File: src/rtl/ess_pkg.sv
// rtl/ess_pkg.sv - shared types for the SPI command sequencer
package ess_pkg;

  localparam int CMD_BYTES = 4;

  typedef enum logic [1:0] {
    F_IDLE,
    F_READ,
    F_SHIFT,
    F_HOLD
  } fetch_state_t;

  typedef enum logic [1:0] {
    I_IDLE,
    I_WAIT,
    I_FIRE
  } issue_state_t;

  typedef struct packed {
    logic [15:0] period;
    logic [15:0] value;
  } cmd_t;

endpackage

File: src/rtl/spi_cmd_sequencer_if.sv
// rtl/spi_cmd_sequencer_if.sv - FIFO-side and SPI-side signals of the command sequencer
interface spi_cmd_sequencer_if #(
  parameter int TW = 16
);
  logic          fifo_empty;
  logic [7:0]    fifo_data;
  logic          fifo_rd;
  logic          spi_running;
  logic          spi_we;
  logic [TW-1:0] spi_tx;
  logic          csn;
  logic          busy;
  logic [15:0]   cmd_cnt;

  modport slave (
    input  fifo_empty, fifo_data, spi_running,
    output fifo_rd, spi_we, spi_tx, csn, busy, cmd_cnt
  );

  modport master (
    output fifo_empty, fifo_data, spi_running,
    input  fifo_rd, spi_we, spi_tx, csn, busy, cmd_cnt
  );
endinterface

File: src/rtl/seq_timer.sv
// rtl/seq_timer.sv - loadable saturating down-counter pacing consecutive SPI issues
module seq_timer #(
  parameter int TW   = 16,
  parameter int LEAD = 2
) (
  input  logic          clk,
  input  logic          resetn,
  input  logic          load,
  input  logic [TW-1:0] load_val,
  output logic [TW-1:0] count,
  output logic          done
);

  always_ff @(posedge clk or negedge resetn) begin
    if (!resetn) begin
      count <= '0;
    end else if (load) begin
      count <= load_val;
    end else if (count != '0) begin
      count <= count - 1'b1;
    end
  end

  // Released LEAD counts early: the issue FSM spends one cycle deciding and one
  // registering spi_we, so a period of N spaces the start pulses exactly N cycles.
  assign done = (count <= TW'(LEAD));

endmodule

File: src/rtl/spi_cmd_sequencer.sv
// rtl/spi_cmd_sequencer.sv - fetches 4-byte commands from the UART FIFO and issues paced SPI words
module spi_cmd_sequencer
  import ess_pkg::*;
#(
  parameter int VAL_SHIFT = 2,
  parameter int TW        = 16
) (
  input  logic               clk,
  input  logic               resetn,
  spi_cmd_sequencer_if.slave bus
);

  localparam logic [1:0] LAST_BYTE = 2'(CMD_BYTES - 1);

  fetch_state_t           f_state;
  issue_state_t           i_state;
  logic [8*CMD_BYTES-1:0] asm_q;
  logic [1:0]             byte_cnt;
  cmd_t                   pend;
  logic                   pend_valid;
  logic                   run_q;
  logic                   rd;
  logic                   fire;
  logic                   slot_free;
  logic                   load_pend;
  logic                   spi_we_q;
  logic [TW-1:0]          spi_tx_q;
  logic                   csn_q;
  logic [15:0]            cmd_cnt_q;
  logic [TW-1:0]          timer;
  logic                   timer_done;

  assign fire      = (i_state == I_FIRE);
  assign slot_free = !pend_valid || fire;
  assign load_pend = ((f_state == F_SHIFT) || (f_state == F_HOLD)) && slot_free;

  // Read strobe decodes fifo_empty directly so the last byte is never over-read at full rate.
  assign rd = run_q && !bus.fifo_empty &&
              ((f_state == F_IDLE) || ((f_state == F_READ) && (byte_cnt != LAST_BYTE)));

  always_ff @(posedge clk or negedge resetn) begin
    if (!resetn) begin
      f_state    <= F_IDLE;
      asm_q      <= '0;
      byte_cnt   <= '0;
      pend       <= '0;
      pend_valid <= 1'b0;
      run_q      <= 1'b0;
    end else begin
      run_q <= 1'b1;
      if (load_pend) begin
        pend       <= cmd_t'(asm_q);
        pend_valid <= 1'b1;
      end else if (fire) begin
        pend_valid <= 1'b0;
      end
      case (f_state)
        F_IDLE: if (rd) f_state <= F_READ;
        F_READ: begin
          asm_q    <= {asm_q[8*CMD_BYTES-9:0], bus.fifo_data};
          byte_cnt <= byte_cnt + 2'd1;
          if (byte_cnt == LAST_BYTE) f_state <= F_SHIFT;
          else if (!rd)              f_state <= F_IDLE;
        end
        F_SHIFT, F_HOLD: begin
          if (slot_free) begin
            byte_cnt <= '0;
            f_state  <= F_IDLE;
          end else begin
            f_state <= F_HOLD;
          end
        end
        default: f_state <= F_IDLE;
      endcase
    end
  end

  always_ff @(posedge clk or negedge resetn) begin
    if (!resetn) begin
      i_state   <= I_IDLE;
      spi_we_q  <= 1'b0;
      spi_tx_q  <= '0;
      csn_q     <= 1'b1;
      cmd_cnt_q <= '0;
    end else begin
      csn_q    <= !(spi_we_q || bus.spi_running);
      spi_we_q <= 1'b0;
      case (i_state)
        I_IDLE: if (pend_valid) i_state <= I_WAIT;
        I_WAIT: begin
          if (timer_done && !bus.spi_running) begin
            i_state  <= I_FIRE;
            spi_we_q <= 1'b1;
            spi_tx_q <= TW'(pend.value >> VAL_SHIFT);
          end
        end
        I_FIRE: begin
          cmd_cnt_q <= cmd_cnt_q + 16'd1;
          i_state   <= load_pend ? I_WAIT : I_IDLE;
        end
        default: i_state <= I_IDLE;
      endcase
    end
  end

  seq_timer #(.TW(TW), .LEAD(2)) u_timer (
    .clk      (clk),
    .resetn   (resetn),
    .load     (fire),
    .load_val (TW'(pend.period)),
    .count    (timer),
    .done     (timer_done)
  );

  assign bus.fifo_rd = rd;
  assign bus.spi_we  = spi_we_q;
  assign bus.spi_tx  = spi_tx_q;
  assign bus.csn     = csn_q;
  assign bus.cmd_cnt = cmd_cnt_q;
  assign bus.busy    = pend_valid || (i_state != I_IDLE) || (timer != '0);

endmodule

File: src/flat_wrapper.sv
// flat-port wrapper written by rule: the top's interface ports become plain ports
module spi_cmd_sequencer_flat import ess_pkg::*;
#(
  parameter int VAL_SHIFT = 2,
  parameter int TW        = 16
)
  (clk, resetn, bus_fifo_empty, bus_fifo_data, bus_spi_running, bus_fifo_rd, bus_spi_we, bus_spi_tx, bus_csn, bus_busy, bus_cmd_cnt);
  spi_cmd_sequencer_if #(.TW(TW)) bus_i ();
  input  logic clk;
  input  logic resetn;
  input wire logic [$bits(bus_i.fifo_empty)-1:0] bus_fifo_empty;
  input wire logic [$bits(bus_i.fifo_data)-1:0] bus_fifo_data;
  input wire logic [$bits(bus_i.spi_running)-1:0] bus_spi_running;
  output wire logic [$bits(bus_i.fifo_rd)-1:0] bus_fifo_rd;
  output wire logic [$bits(bus_i.spi_we)-1:0] bus_spi_we;
  output wire logic [$bits(bus_i.spi_tx)-1:0] bus_spi_tx;
  output wire logic [$bits(bus_i.csn)-1:0] bus_csn;
  output wire logic [$bits(bus_i.busy)-1:0] bus_busy;
  output wire logic [$bits(bus_i.cmd_cnt)-1:0] bus_cmd_cnt;
  assign bus_i.fifo_empty = bus_fifo_empty;
  assign bus_i.fifo_data = bus_fifo_data;
  assign bus_i.spi_running = bus_spi_running;
  assign bus_fifo_rd = bus_i.fifo_rd;
  assign bus_spi_we = bus_i.spi_we;
  assign bus_spi_tx = bus_i.spi_tx;
  assign bus_csn = bus_i.csn;
  assign bus_busy = bus_i.busy;
  assign bus_cmd_cnt = bus_i.cmd_cnt;
  spi_cmd_sequencer #(.VAL_SHIFT(VAL_SHIFT), .TW(TW)) u_core (.clk(clk), .resetn(resetn), .bus(bus_i));
endmodule
File: config.mk
export PLATFORM = sky130hd
export DESIGN_NAME = spi_cmd_sequencer_flat
export DESIGN_NICKNAME = d
export VERILOG_FILES = /design/src/rtl/ess_pkg.sv /design/src/rtl/spi_cmd_sequencer_if.sv /design/src/rtl/seq_timer.sv /design/src/rtl/spi_cmd_sequencer.sv /design/src/flat_wrapper.sv
export SDC_FILE = /design/constraint.sdc
export NUM_CORES = 1
export LEC_CHECK = 0
export CORE_ASPECT_RATIO = 0.7
export CORE_MARGIN = 2
export CORE_UTILIZATION = 61
export CTS_CLUSTER_SIZE = 25
export DETAILED_ROUTE_END_ITERATION = 12
export HOLD_SLACK_MARGIN = 0.08
export PLACE_DENSITY = 0.87
export SKIP_LAST_GASP = 1
export SLEW_MARGIN = 20
export SYNTH_ARGS = -nofsm -noshare
export SYNTH_HDL_FRONTEND = slang
export SYNTH_SLANG_ARGS = --single-unit
File: constraint.sdc
create_clock -name clk -period 5 [get_ports clk]
set_clock_uncertainty 0.15 [all_clocks]
set_input_delay 0.75 -clock clk [delete_from_list [all_inputs] [get_ports clk]]
set_output_delay 0.75 -clock clk [all_outputs]
set_load 0.005 [all_outputs]
# == Yosys cells after proc, flatten, opt, wreduce, memory -nomap -nowiden ==
# Index checks and enable logic that the tools add are counted.
# W data, S select, Z words.
# totals
output_inout_bits,36
reg_bits,120
inputBits,12
# classes
reduce_logical,27
muxes,17
n_lt_le_gt_ge,1
add_sub_neg,3
n_eq_ne,12
# ops
cell,n
$mux W16,2
$add A16 B1 Y16 const B,1
$le A16 B2 Y1 const B,1
$reduce_bool A16 Y1,1
$sub A16 B1 Y16 const B,1
$mux W2,7
$pmux W2 S3,2
$eq A2 B2 Y1 const B,4
$reduce_and A2 Y1,4
$reduce_bool A2 Y1,4
$logic_or A1 B1 Y1,6
$ne A2 B1 Y1 const B,3
$logic_and A1 B1 Y1,5
$mux W1,5
$eq A2 B1 Y1 const B,2
$logic_not A1 Y1,4
$logic_not A2 Y1,2
$ne A2 B2 Y1 const B,2
$pmux W2 S2,1
$ne A3 B3 Y1 const B,1
$add A2 B1 Y2 const B,1
$reduce_or A2 Y1,1

# == Longest topological paths before layout ==
# Gate-level depths: netlist (run 1).
# depth
depth_word,7
mapped_depth,7

# == By module ==
# A second synthesis (run 1) with hierarchy kept.
# unflattened
cells_unflattened,450
area_unflattened_um2,5073.6
# by_module_without_submodules
module,seq_area_each_um2,cells_per_inst,instances,area_each_um2
spi_cmd_sequencer,2553.7,334,1,4015.1
seq_timer,400.4,116,1,1058.5

# == Worst setup path before layout (run 1) ==
# No wires, ideal clock.
# synth_timing
path_kind,register -> output
start,register u_core.u_timer.count[0]
end,output port bus_busy
setup_slack_ps,2530
stages_incl_launch_ff,6
arrival_time_ps,1570
cell_sequence,dfrtp_1 inv_1 ha_1 nor4b_1 nand4_1 or4_1
# synth_via
elab_chain_cells,2
# synth_lines
element,line,source
from (decl),seq_timer.sv:10,"output logic [TW-1:0] count,"
from (signal assigned),seq_timer.sv:18,count <= load_val;
from (signal assigned),seq_timer.sv:20,count <= count - 1'b1;
$reduce_bool A16 Y1,spi_cmd_sequencer.sv:120,assign bus.busy = pend_valid || (i_state != I_IDLE) || (timer != '0);
$logic_or A1 B1 Y1,spi_cmd_sequencer.sv:120,
to (decl),flat_wrapper.sv:18,output wire logic [$bits(bus_i.busy)-1:0] bus_busy;
# No other way between the ends.

# == Final worst setup path (run 1) ==
# layout_timing
start,register u_core.u_timer.count[12]
end,output port bus_busy
# Same word-level chain as after synthesis.

==> results of run 1 <==
-- worst max-delay path by stage --
stage / to / slack, ps / depth (start not counted)
final: bus_busy / 1160 / 4
after global routing: bus_busy / 1110 / 6
after CTS: bus_busy / 1250 / 4
after detailed placement: bus_busy / 1840 / 4
after global placement: bus_busy / 1950 / 6
after floorplan: bus_busy / 2530 / 5
-- per-stage QoR --
step | util [%] | cells | total power [mW]
after floorplan | - | 369 | 2.07
after global placement | 69.6 | 502 | 2.24
after detailed placement | 69.6 | 502 | 2.31
after CTS | 76.6 | 531 | 3.48
after global routing | 76.7 | 531 | 3.65
final | 76.7 | 531 | 3.47
-- layer usage --
layer | vias to the layer above | routed length, microns | GRT usage [%]
li1 | 1418 | - | -
met1 | 1606 | 4230 | 30.7
met2 | 110 | 4760 | 41.2
met3 | 25 | 552 | 8.63
met4 | 0 | 208 | 12.0
met5 | - | 0 | 0
-- power by group through the flow --
stage	clock (mW)	sequential, mW	combinational [mW]
finish	1.12	1.58	0.762
global route	1.18	1.63	0.833
CTS	1.14	1.58	0.765
detailed placement	0	1.58	0.733
global placement	0	1.54	0.699
floorplan	0	1.49	0.575
-- state kept, by name (all words and copies together), names as in the netlist --
signal,cells
u_core.bus.spi_tx,14
u_core.asm_q,32
u_core.bus.csn,1
u_core.bus.spi_we,1
u_core.i_state,2
u_core.byte_cnt,2
u_core.u_timer.count,16
u_core.run_q,1
u_core.pend_valid,1
u_core.pend,30
u_core.f_state,2
u_core.bus.cmd_cnt,16
-- final cells by class --
type	count	area, sq um	area share (%)
sequential	118	2950	49.2
multi-input combinational	230	1890	31.4
clock buffer	25	505	8.41
timing repair buffer	48	470	7.83
tap	101	126	2.10
clock inverter	4	45.0	0.750
inverter	5	18.8	0.312
-- placed cells by master, fill, tap and decap left out, drive strengths merged, types with 4 or more instances in the layout --
cell type      count
buf                4
nor2              18
nand2             22
mux2              78
or4                7
nor4               6
dfrtp            117
a21oi              4
xnor2             17
nand4              5
xor2               5
nand3              7
inv                5
o21ai              9
ha                 5
or3                4
clkdlybuf4s50     44
clkbuf            25
-- critical path, cell delays in order (launching register included) --
cell and delay (ps):
sky130_fd_sc_hd__dfrtp_1 410, sky130_fd_sc_hd__nor4_1 750, sky130_fd_sc_hd__nand4_1 370, sky130_fd_sc_hd__or4_1 520, sky130_fd_sc_hd__clkdlybuf4s50_1 460
-- cell families (layout without fill, tap and decap cells) --
family | Yosys count | in the layout
AOI/OAI and AO/OA | 29 | 29
and+or+nand+nor | 90 | 90
other | 2 | 3
DFF | 118 | 118
muxes | 81 | 81
buffers and inverters | 21 | 82
adders and majority gates | 5 | 5
xor gates and xnor gates | 22 | 22
==> out/qor.yml, run 1 <==
status:
  status: "completed"
floorplan:
  initial_core_util_pct: 62.9
  die_height_microns: 79.2
  boundaryPins: 48
  fp.coreArea_sq_mm: 0.00784
  die_area_sq_mm: 0.00882
  core.rowCount: 27
  fp.dieW_microns: 111
timing:
  report.final.setup_viol: 0
  maxSlewViolCount: 0
  finalCriticalPeriod_ps: 3840
  setup-tns-final_ps: 0
  post-route-worst-setup-slack_ps: 1160
  fmaxAchievable_mhz: 261
  grt_setup_unrepaired: "no"
  timing.slew.headroom_pct: 36.9
  worst_pin_slew_ps: 946
  final_report_hold_violation_count: 0
  hold_ws_ps: 230
  layout_worst_path_cycle_share_pct: 76.7
placed_design:
  place.gp.congestion: 0.834
  numPortBuffers: 45
  dp_hpwl_microns: 5890
  post-place-ws_ps: 1840
  dpl_cell_area_sq_mm: 0.00546
grt:
  grt_max_degree: 78
  grt.overflow.total: 0
  grt_first_pass_wirelength_microns: 16800
  grt.total_usage_pct: 25.2
  antenna_found_initial: 0
  grt_pass1_vias: 3374
worst_hold_path:
  hold_path_end: "u_core.bus.csn"
  timing.hold.worst.start: "u_core.bus.spi_we"
  timing.hold.worst.class: "flip-flop to flip-flop"
  cell_depth_of_the_worst_min_delay_path: 1
routing:
  wl_microns: 9750
  routed_wire_length_per_instance_microns: 18.4
  drt_pre_antenna_iters: 4
  drc_errors: 0
  count_of_antenna_violating_nets_left_after_detailed_routing: 0
  drt_iter0_drc: 225
  viasPerCell: 5.95
  num_vias: 3159
power:
  pwr-share-comb_pct: 22.0
  p_int_mw: 2.48
  power.share.sequential_pct: 45.7
  cellPowerDensity_mw_per_mm2: 577
  leakage_power_nw: 2.68
  power.share.clock_pct: 32.4
  switching_power_uw: 989
  max-vdd-ir-drop_mv: 0.448
  switching_share_pct: 28.5
critical_path:
  crit_fanout: 4
  regToRegSetupSlack_ps: 2440
  crit_arrival_ps: 2940
  worst_ep_required_time_ps: 4100
  worstReg2RegStart: "u_core.u_timer.count[12]"
  critPathLaunch: "u_core.u_timer.count[12]"
  worstSetupStartpointType: "flip-flop"
  timing.setup.critical_path_class: "flip-flop to primary output"
  worst_r2r_path_depth: 4
  worst_r2r_endpoint: "u_core.u_timer.count[13]"
  timing.critical_path.to_type: "primary output"
cts:
  cts_resized: 0
  post_cts_hold_buffer_count: 0
  post-cts-setup-buffer-count: 0
  cts_tree: "yes"
  clock_latency_ps: 410
  cts.sinks: 118
  clock_tree.buffer_depth: 2
  tritoncts.num_buffers: 17
  h_tree_levels: 4
  cts_root_buffer: "sky130_fd_sc_hd__clkbuf_16"
  cts.reportedPaths.clkPinSlew_ps: 50
synth:
  number_of_flops_mapped_to_enable_cells_by_yosys: 0
  yosysMostFrequentCell: "sky130_fd_sc_hd__dfrtp_1"
  netlist_instances: 368
  async_reset_ff_share_pct: 100
  muxShareOfSynthArea_pct: 18.4
  yosys_most_used_dff: "sky130_fd_sc_hd__dfrtp_1"
  synth_xor_area_share_pct: 3.91
  yosys.cell_types.count: 48
  post-synth-top-area-fraction_pct: 59.4
  netlist_top_cells_count: "sky130_fd_sc_hd__dfrtp_1 (117), sky130_fd_sc_hd__mux2_2 (78), sky130_fd_sc_hd__nand2_1 (22)"
  yosys.area_share.adder_pct: 1.27
  synth-seq-area-share_pct: 60.0
  synth_top_family_by_area: "multiplexers"
  yosys_register_bits: 118
  synth_simple_gate_area_share_pct: 10.5
  synth.yosys.warnings: 0
  synthTopCellsByArea: "sky130_fd_sc_hd__dfrtp_1 (59%), sky130_fd_sc_hd__mux2_2 (18%), sky130_fd_sc_hd__xnor2_1 (3.0%)"
  mean_post_synth_cell_area_sq_um: 13.4
  synth-compound-area-share_pct: 3.81
  synth.cell_area_sq_mm: 0.00493
  synthDominantAreaCellType: "sky130_fd_sc_hd__dfrtp_1"
cells_and_area:
  design_area_sq_mm: 0.00601
  num_antenna_cells: 0
  area_delta_synth_final_pct: 22.0
  fillCellCount: 462
  total_number_of_nets_in_the_final_design: 437
  drive_gt1_share_pct: 27.4
flow_run:
  maxCapViolations: 0
Note: power is estimated with default switching activity, not from simulation.
==> run 2: changes to the inputs <==
--- a/config.mk
+++ b/config.mk
@@ -7,11 +7,11 @@
 export LEC_CHECK = 0
 export CORE_ASPECT_RATIO = 0.7
 export CORE_MARGIN = 2
-export CORE_UTILIZATION = 61
+export CORE_UTILIZATION = 51
 export CTS_CLUSTER_SIZE = 25
 export DETAILED_ROUTE_END_ITERATION = 12
 export HOLD_SLACK_MARGIN = 0.08
-export PLACE_DENSITY = 0.87
+export PLACE_DENSITY = 0.78
 export SKIP_LAST_GASP = 1
 export SLEW_MARGIN = 20
 export SYNTH_ARGS = -nofsm -noshare
==> constraint.sdc (replaced) <==
create_clock -name clk -period 3.4 [get_ports clk]
set_clock_uncertainty 0.15 [all_clocks]
set_input_delay 0.51 -clock clk [delete_from_list [all_inputs] [get_ports clk]]
set_output_delay 0.51 -clock clk [all_outputs]
set_load 0.005 [all_outputs]
==> out/qor.yml, run 2 (same netlist as run 1, synthesis figures left out) <==
flow_run:
  maxCapViolations: 0  # unchanged
cts:
  cts_tree: "yes"  # unchanged
  cts.reportedPaths.clkPinSlew_ps: 50  # about the same
  cts_root_buffer: "sky130_fd_sc_hd__clkbuf_16"  # unchanged
  tritoncts.num_buffers: 17  # unchanged
  clock_latency_ps: 410  # about the same
  cts.sinks: 118  # unchanged
  clock_tree.buffer_depth: 2  # unchanged
  h_tree_levels: 4  # unchanged
critical_path:
  worst_r2r_endpoint: "u_core.u_timer.count[14]"  # was u_core.u_timer.count[13]
  worstSetupStartpointType: "flip-flop"  # unchanged
  timing.critical_path.to_type: "primary output"  # unchanged
  crit_arrival_ps: 2580  # was 2940 ps
  worstReg2RegStart: "u_core.u_timer.count[0]"  # was u_core.u_timer.count[12]
  crit_path_cell_trace: "inv_1 > ha_1 > nor4b_2 > nand4_1 > or4_1 > clkdlybuf4s50_1"  # was nor4_1 > nand4_1 > or4_1 > clkdlybuf4s50_1
  crit_slowest_cell: "sky130_fd_sc_hd__or4_1"  # was sky130_fd_sc_hd__nor4_1
  max_stage_delay_ps: 470  # was 750 ps
  crit_fanout: 4  # unchanged
  worst_r2r_path_depth: 6  # was 4
  worst_ep_required_time_ps: 2740  # was 4100 ps
  regToRegSetupSlack_ps: 910  # was 2440 ps
  timing.setup.critical_path_class: "flip-flop to primary output"  # unchanged
floorplan:
  core.rowCount: 29  # was 27
  die_area_sq_mm: 0.0105  # was 0.00882 sq mm
  fp.coreArea_sq_mm: 0.00922  # was 0.00784 sq mm
  die_height_microns: 86.2  # was 79.2 microns
  fp.dieW_microns: 121  # was 111 microns
  initial_core_util_pct: 53.4  # was 62.9%
  boundaryPins: 48  # unchanged
power:
  cellPowerDensity_mw_per_mm2: 837  # was 577 mW/mm^2
  switching_share_pct: 27.8  # was 28.5%
  power.share.clock_pct: 33.4  # was 32.4%
  p_int_mw: 3.70  # was 2.48 mW
  power.share.sequential_pct: 45.1  # was 45.7%
  switching_power_mw: 1.43  # was 989 uW
  max-vdd-ir-drop_mv: 0.458  # was 0.448 mV
  pwr-share-comb_pct: 21.5  # was 22.0%
  leakage_power_nw: 2.71  # was 2.68 nW
routing:
  viasPerCell: 5.50  # was 5.95
  wl_microns: 9410  # was 9750 microns
  num_vias: 3083  # was 3159
  count_of_antenna_violating_nets_left_after_detailed_routing: 0  # unchanged
  drt_pre_antenna_iters: 4  # unchanged
  routed_wire_length_per_instance_microns: 16.8  # was 18.4 microns
  drc_errors: 0  # unchanged
  drt_iter0_drc: 161  # was 225
timing:
  worst_pin_slew_ps: 768  # was 946 ps
  report.final.setup_viol: 0  # unchanged
  final_report_hold_violation_count: 0  # unchanged
  hold_ws_ps: 245  # was 230 ps
  grt_setup_unrepaired: "no"  # unchanged
  fmaxAchievable_mhz: 308
  layout_worst_path_cycle_share_pct: 95.4
  timing.slew.headroom_pct: 48.3  # was 36.9%
  finalCriticalPeriod_ps: 3240
  post-route-worst-setup-slack_ps: 155  # was 1160 ps
  maxSlewViolCount: 0  # unchanged
  setup-tns-final_ps: 0  # unchanged
cells_and_area:
  post-route-util_pct: 66.4  # was 76.7%
  area_delta_synth_final_pct: 24.2  # was 22.0%
  largestRegisters: "u_core.asm_q (32), u_core.pend (30)"  # unchanged
  total_number_of_nets_in_the_final_design: 441  # was 437
  register_ranked_first_by_flip_flop_count: "u_core.asm_q"  # unchanged
  drive_gt1_share_pct: 28.6  # was 27.4%
  layout_commonest_cell: "sky130_fd_sc_hd__dfrtp_1"  # unchanged
  layout_common_cells: "sky130_fd_sc_hd__dfrtp_1 (117), sky130_fd_sc_hd__mux2_2 (78), sky130_fd_sc_hd__clkdlybuf4s50_1 (44)"  # unchanged
  largest_register_ff_count: 32  # unchanged
  num_antenna_cells: 0  # unchanged
placed_design:
  numPortBuffers: 45  # unchanged
  place.gp.congestion: 0.808  # was 0.834
  dp_hpwl_microns: 5890  # about the same
  post-place-ws_ps: 394  # was 1840 ps
worst_hold_path:
  timing.hold.worst.start: "u_core.bus.spi_we"  # unchanged
  hold_path_end: "u_core.bus.csn"  # unchanged
  timing.hold.worst.class: "flip-flop to flip-flop"  # unchanged
  cell_depth_of_the_worst_min_delay_path: 1  # unchanged
grt:
  grt_first_pass_wirelength_microns: 16400  # was 16800 microns
  grt.overflow.total: 0  # unchanged
  antenna_found_initial: 0  # unchanged
  grt_pass1_vias: 3345  # was 3374
  grt_max_degree: 80  # was 78
  grt.total_usage_pct: 20.7  # was 25.2%
status:
  status: "completed"  # unchanged
-- run 2: changes by cell type in the layout (fill, tap and decap cells not counted), moves of 2 or more --
| cell | change |
|---|---|
| sky130_fd_sc_hd__buf_4 | +2 |
| sky130_fd_sc_hd__clkbuf_8 | -2 |
| sky130_fd_sc_hd__clkinvlp_4 | +2 |
| sky130_fd_sc_hd__clkinv_2 | +2 |
-- run 2: worst max path at each step --
stage                                  startpoint        to  cells after the start
after floorplan           u_core.u_timer.count[0]  bus_busy                      5
after global placement    u_core.u_timer.count[0]  bus_busy                      6
after detailed placement  u_core.u_timer.count[0]  bus_busy                      6
after CTS                 u_core.u_timer.count[0]  bus_busy                      6
after global routing      u_core.u_timer.count[0]  bus_busy                      6
final                     u_core.u_timer.count[0]  bus_busy                      6
-- run 2: worst max-delay path: cells and delay by family, from the launching register on --
family | cells | cell delay, ps
buf+inv | 2 | 620
fa+ha+maj | 1 | 210
flops | 1 | 410
simple gates | 3 | 940
-- run 2: final cells by class --
| class | count | area, sq um |
|---|---|---|
| Fill cell | 672 | 3100 |
| Sequential cell | 118 | 2950 |
| Multi-Input combinational cell | 230 | 1900 |
| Timing Repair Buffer | 52 | 515 |
| Clock buffer | 23 | 478 |
| Tap cell | 124 | 155 |
| Clock inverter | 9 | 100 |
| Inverter | 5 | 18.8 |
-- run 2: repair_timing --
action	4_1_cts	5_1_grt
endpoints found under the setup margin	1	1
resized for setup	2	0
setup buffers	0	1
hold buffers	1	0
hold endpoints to repair	39	0
pin swaps	0	0
-- run 2: power groups by stage --
stage / Combinational [mW] / Sequential [mW] / Clock [mW]
after global routing: 1.21 / 2.39 / 1.81
after floorplan: 0.846 / 2.19 / 0
after CTS: 1.11 / 2.31 / 1.75
after global placement: 1.03 / 2.27 / 0
final: 1.10 / 2.31 / 1.71
after detailed placement: 1.08 / 2.31 / 0
-- run 2: stage by stage --
step           power (mW)  instances  area [sq um]
3_5_place_dp         3.40        527          5510
6_report             5.12        561          6120
5_1_grt              5.41        561          6120
4_1_cts              5.18        560          6110
3_3_place_gp         3.30        527          5510
2_1_floorplan        3.04        369          4930
-- run 2: layer usage --
| layer | track usage [%] | wire length (microns) |
|---|---|---|
| met4 | 12.0 | 180 |
| met5 | 0 | 0 |
| met1 | 27.1 | 4290 |
| met3 | 5.33 | 350 |
| met2 | 31.8 | 4590 |
==> run 3: changes to the inputs <==
--- a/config.mk
+++ b/config.mk
@@ -12,6 +12,7 @@
 export DETAILED_ROUTE_END_ITERATION = 12
 export HOLD_SLACK_MARGIN = 0.08
 export PLACE_DENSITY = 0.78
+export SETUP_SLACK_MARGIN = 0.2
 export SKIP_LAST_GASP = 1
 export SLEW_MARGIN = 20
 export SYNTH_ARGS = -nofsm -noshare
==> out/qor.yml, run 3 (same netlist as run 1, synthesis figures left out) <==
grt:
  grt_busiest_layer: "met2"  # unchanged
  gr-usage-met1_pct: 27.3  # was 27.1%
  grt_first_pass_wirelength_microns: 16400  # about the same
  antenna_found_initial: 0  # unchanged
  grt_pass1_vias: 3323  # was 3345
  grt.met3_usage_pct: 5.33  # unchanged
  grt_util_met2_pct: 32.2  # was 31.8%
  grt.overflow.total: 0  # unchanged
  grt.total_usage_pct: 20.8  # was 20.7%
  grt_max_degree: 80  # unchanged
floorplan:
  fp.coreArea_sq_mm: 0.00922  # unchanged
  die_height_microns: 86.2  # unchanged
  initial_core_util_pct: 53.4  # unchanged
  core.rowCount: 29  # unchanged
  die_area_sq_mm: 0.0105  # unchanged
  fp.dieW_microns: 121  # unchanged
  boundaryPins: 48  # unchanged
cells_and_area:
  drive_gt1_share_pct: 30.9  # was 28.6%
  register_ranked_first_by_flip_flop_count: "u_core.asm_q"  # unchanged
  largest_register_ff_count: 32  # unchanged
  layout_commonest_cell: "sky130_fd_sc_hd__dfrtp_1"  # unchanged
  layout_common_cells: "sky130_fd_sc_hd__dfrtp_1 (116), sky130_fd_sc_hd__mux2_2 (78), sky130_fd_sc_hd__clkdlybuf4s50_1 (43)"  # was sky130_fd_sc_hd__dfrtp_1 (117), sky130_fd_sc_hd__mux2_2 (78), sky130_fd_sc_hd__clkdlybuf4s50_1 (44)
  area_delta_synth_final_pct: 25.7  # was 24.2%
  largestRegisters: "u_core.asm_q (32), u_core.pend (30)"  # unchanged
  design_area_sq_mm: 0.00619  # was 0.00612 sq mm
  total_number_of_nets_in_the_final_design: 448  # was 441
  fillCellCount: 663  # was 672
  num_antenna_cells: 0  # unchanged
timing:
  layout_worst_path_cycle_share_pct: 85.3  # was 95.4%
  finalCriticalPeriod_ps: 2900  # was 3240 ps
  fmaxAchievable_mhz: 345  # was 308 MHz
  maxSlewViolCount: 0  # unchanged
  timing.slew.headroom_pct: 49.2  # was 48.3%
  setup-tns-final_ps: 0  # unchanged
  grt_setup_unrepaired: "no"  # unchanged
  report.final.setup_viol: 0  # unchanged
  final_report_hold_violation_count: 0  # unchanged
  worst_pin_slew_ps: 755  # was 768 ps
status:
  status: "completed"  # unchanged
power:
  leakage_power_nw: 2.74  # was 2.71 nW
  cellPowerDensity_mw_per_mm2: 840  # was 837 mW/mm^2
  switching_share_pct: 28.0  # was 27.8%
  power.share.clock_pct: 32.9  # was 33.4%
  p_int_mw: 3.74  # was 3.70 mW
  pwr-share-comb_pct: 22.4  # was 21.5%
  design_power_total_mw: 5.20  # was 5.12 mW
  power.share.sequential_pct: 44.7  # was 45.1%
  switching_power_mw: 1.46  # was 1.43 mW
  max-vdd-ir-drop_mv: 0.462  # was 0.458 mV
cts:
  cts_tree: "yes"  # unchanged
  clock_tree.buffer_depth: 2  # unchanged
  cts.reportedPaths.clkPinSlew_ps: 50  # about the same
  cts.sinks: 118  # unchanged
  tritoncts.num_buffers: 17  # unchanged
  h_tree_levels: 4  # unchanged
  cts_root_buffer: "sky130_fd_sc_hd__clkbuf_16"  # unchanged
  clock_latency_ps: 410  # about the same
critical_path:
  buffers_and_inverters_on_the_worst_path: 2  # unchanged
  timing.setup.critical_path_class: "flip-flop to primary output"  # unchanged
  worst_r2r_path_depth: 6  # unchanged
  crit_fanout: 4  # unchanged
  worstSetupStartpointType: "flip-flop"  # unchanged
  crit_slowest_cell: "sky130_fd_sc_hd__or4_1"  # unchanged
  crit_path_cell_trace: "inv_2 > ha_2 > nor4b_4 > nand4_1 > or4_1 > dlymetal6s2s_1"  # was inv_1 > ha_1 > nor4b_2 > nand4_1 > or4_1 > clkdlybuf4s50_1
  worstSetupPathDepth: 6  # unchanged
  cpLargestDelayFamily: "simple AND/OR/NAND/NOR gates"  # unchanged
  crit_arrival_ps: 2240  # was 2580 ps
  worst_ep_required_time_ps: 2740  # about the same
  timing.critical_path.to_type: "primary output"  # unchanged
  max_stage_delay_ps: 520  # was 470 ps
placed_design:
  numPortBuffers: 45  # unchanged
  dpl_cell_area_sq_mm: 0.00551  # unchanged
  place.gp.congestion: 0.808  # unchanged
  dp_hpwl_microns: 5890  # unchanged
routing:
  wl_microns: 9590  # was 9410 microns
  routed_wire_length_per_instance_microns: 16.9  # was 16.8 microns
  drt_pre_antenna_iters: 4  # unchanged
  num_vias: 3101  # was 3083
  count_of_antenna_violating_nets_left_after_detailed_routing: 0  # unchanged
  drc_errors: 0  # unchanged
  viasPerCell: 5.46  # was 5.50
  drt_iter0_drc: 145  # was 161
worst_hold_path:
  cell_depth_of_the_worst_min_delay_path: 1  # unchanged
  timing.hold.worst.class: "flip-flop to flip-flop"  # unchanged
flow_run:
  maxCapViolations: 0  # unchanged
==> run 3: cell types whose count changed in the layout (fill, tap and decap cells not counted) <==
cell                              delta
sky130_fd_sc_hd__nor3_2              +1
sky130_fd_sc_hd__nor4b_2             -1
sky130_fd_sc_hd__dfrtp_2             +1
sky130_fd_sc_hd__dlymetal6s2s_1      +1
sky130_fd_sc_hd__nor3_1              -1
sky130_fd_sc_hd__inv_1               -2
sky130_fd_sc_hd__ha_2                +1
sky130_fd_sc_hd__clkdlybuf4s50_1     -1
sky130_fd_sc_hd__buf_4               +7
sky130_fd_sc_hd__ha_1                -1
sky130_fd_sc_hd__inv_2               +2
sky130_fd_sc_hd__dfrtp_1             -1
sky130_fd_sc_hd__nor4b_4             +1
==> run 3: metrics by stage <==
stage	setup WS (ps)	cells	util (%)	hold slack (ps)
6_report	500	568	67.2	245
3_5_place_dp	394	527	59.8	233
4_1_cts	202	561	66.5	247
5_1_grt	408	568	67.2	264
3_3_place_gp	534	527	59.8	224
2_1_floorplan	1170	369	-	64.4
==> run 3: area by class of cell <==
type                    instances  area [sq um]  area share, %
flip-flops and latches        118          2960           47.7
multi-input cells             230          1910           30.9
repair buffers                 59           571           9.21
clock buffers                  23           478           7.72
well taps                     124           155           2.51
clock inverters                 9           100           1.62
inverters                       5          18.8          0.303
==> run 3: final timing paths <==
check | start | endpoint | slack [ps]
min in group asynchronous | resetn | u_core.bus.spi_tx[3] | 470
setup / recovery | u_core.u_timer.count[0] | bus_busy | 500
hold reg to reg | u_core.bus.spi_we | u_core.bus.csn | 240
hold / removal | u_core.bus.spi_we | u_core.bus.csn | 240
setup reg to reg | u_core.u_timer.count[0] | u_core.u_timer.count[14] | 960
max in group asynchronous | resetn | u_core.bus.csn | 1840
==> run 3: layer usage <==
layer	wire length [microns]	up-vias
li1	-	1432
met1	4320	1579
met2	4700	73
met3	401	17
met4	178	0
met5	0	-
==> run 3: power groups by stage <==
| stage | combinational, mW | sequential [mW] | clock [mW] |
|---|---|---|---|
| 6_report | 1.17 | 2.32 | 1.71 |
| 3_3_place_gp | 1.03 | 2.27 | 0 |
| 5_1_grt | 1.29 | 2.40 | 1.81 |
| 3_5_place_dp | 1.08 | 2.31 | 0 |
| 2_1_floorplan | 0.846 | 2.19 | 0 |
| 4_1_cts | 1.12 | 2.32 | 1.75 |
==> run 3: what timing repair did <==
action                     4_1_cts  5_1_grt
pin swaps                        0        2
hold endpoints to repair        39        0
setup endpoints to repair        1        1
hold buffers                     1        0
buffers inserted                 1        7
gates resized for setup          3        6
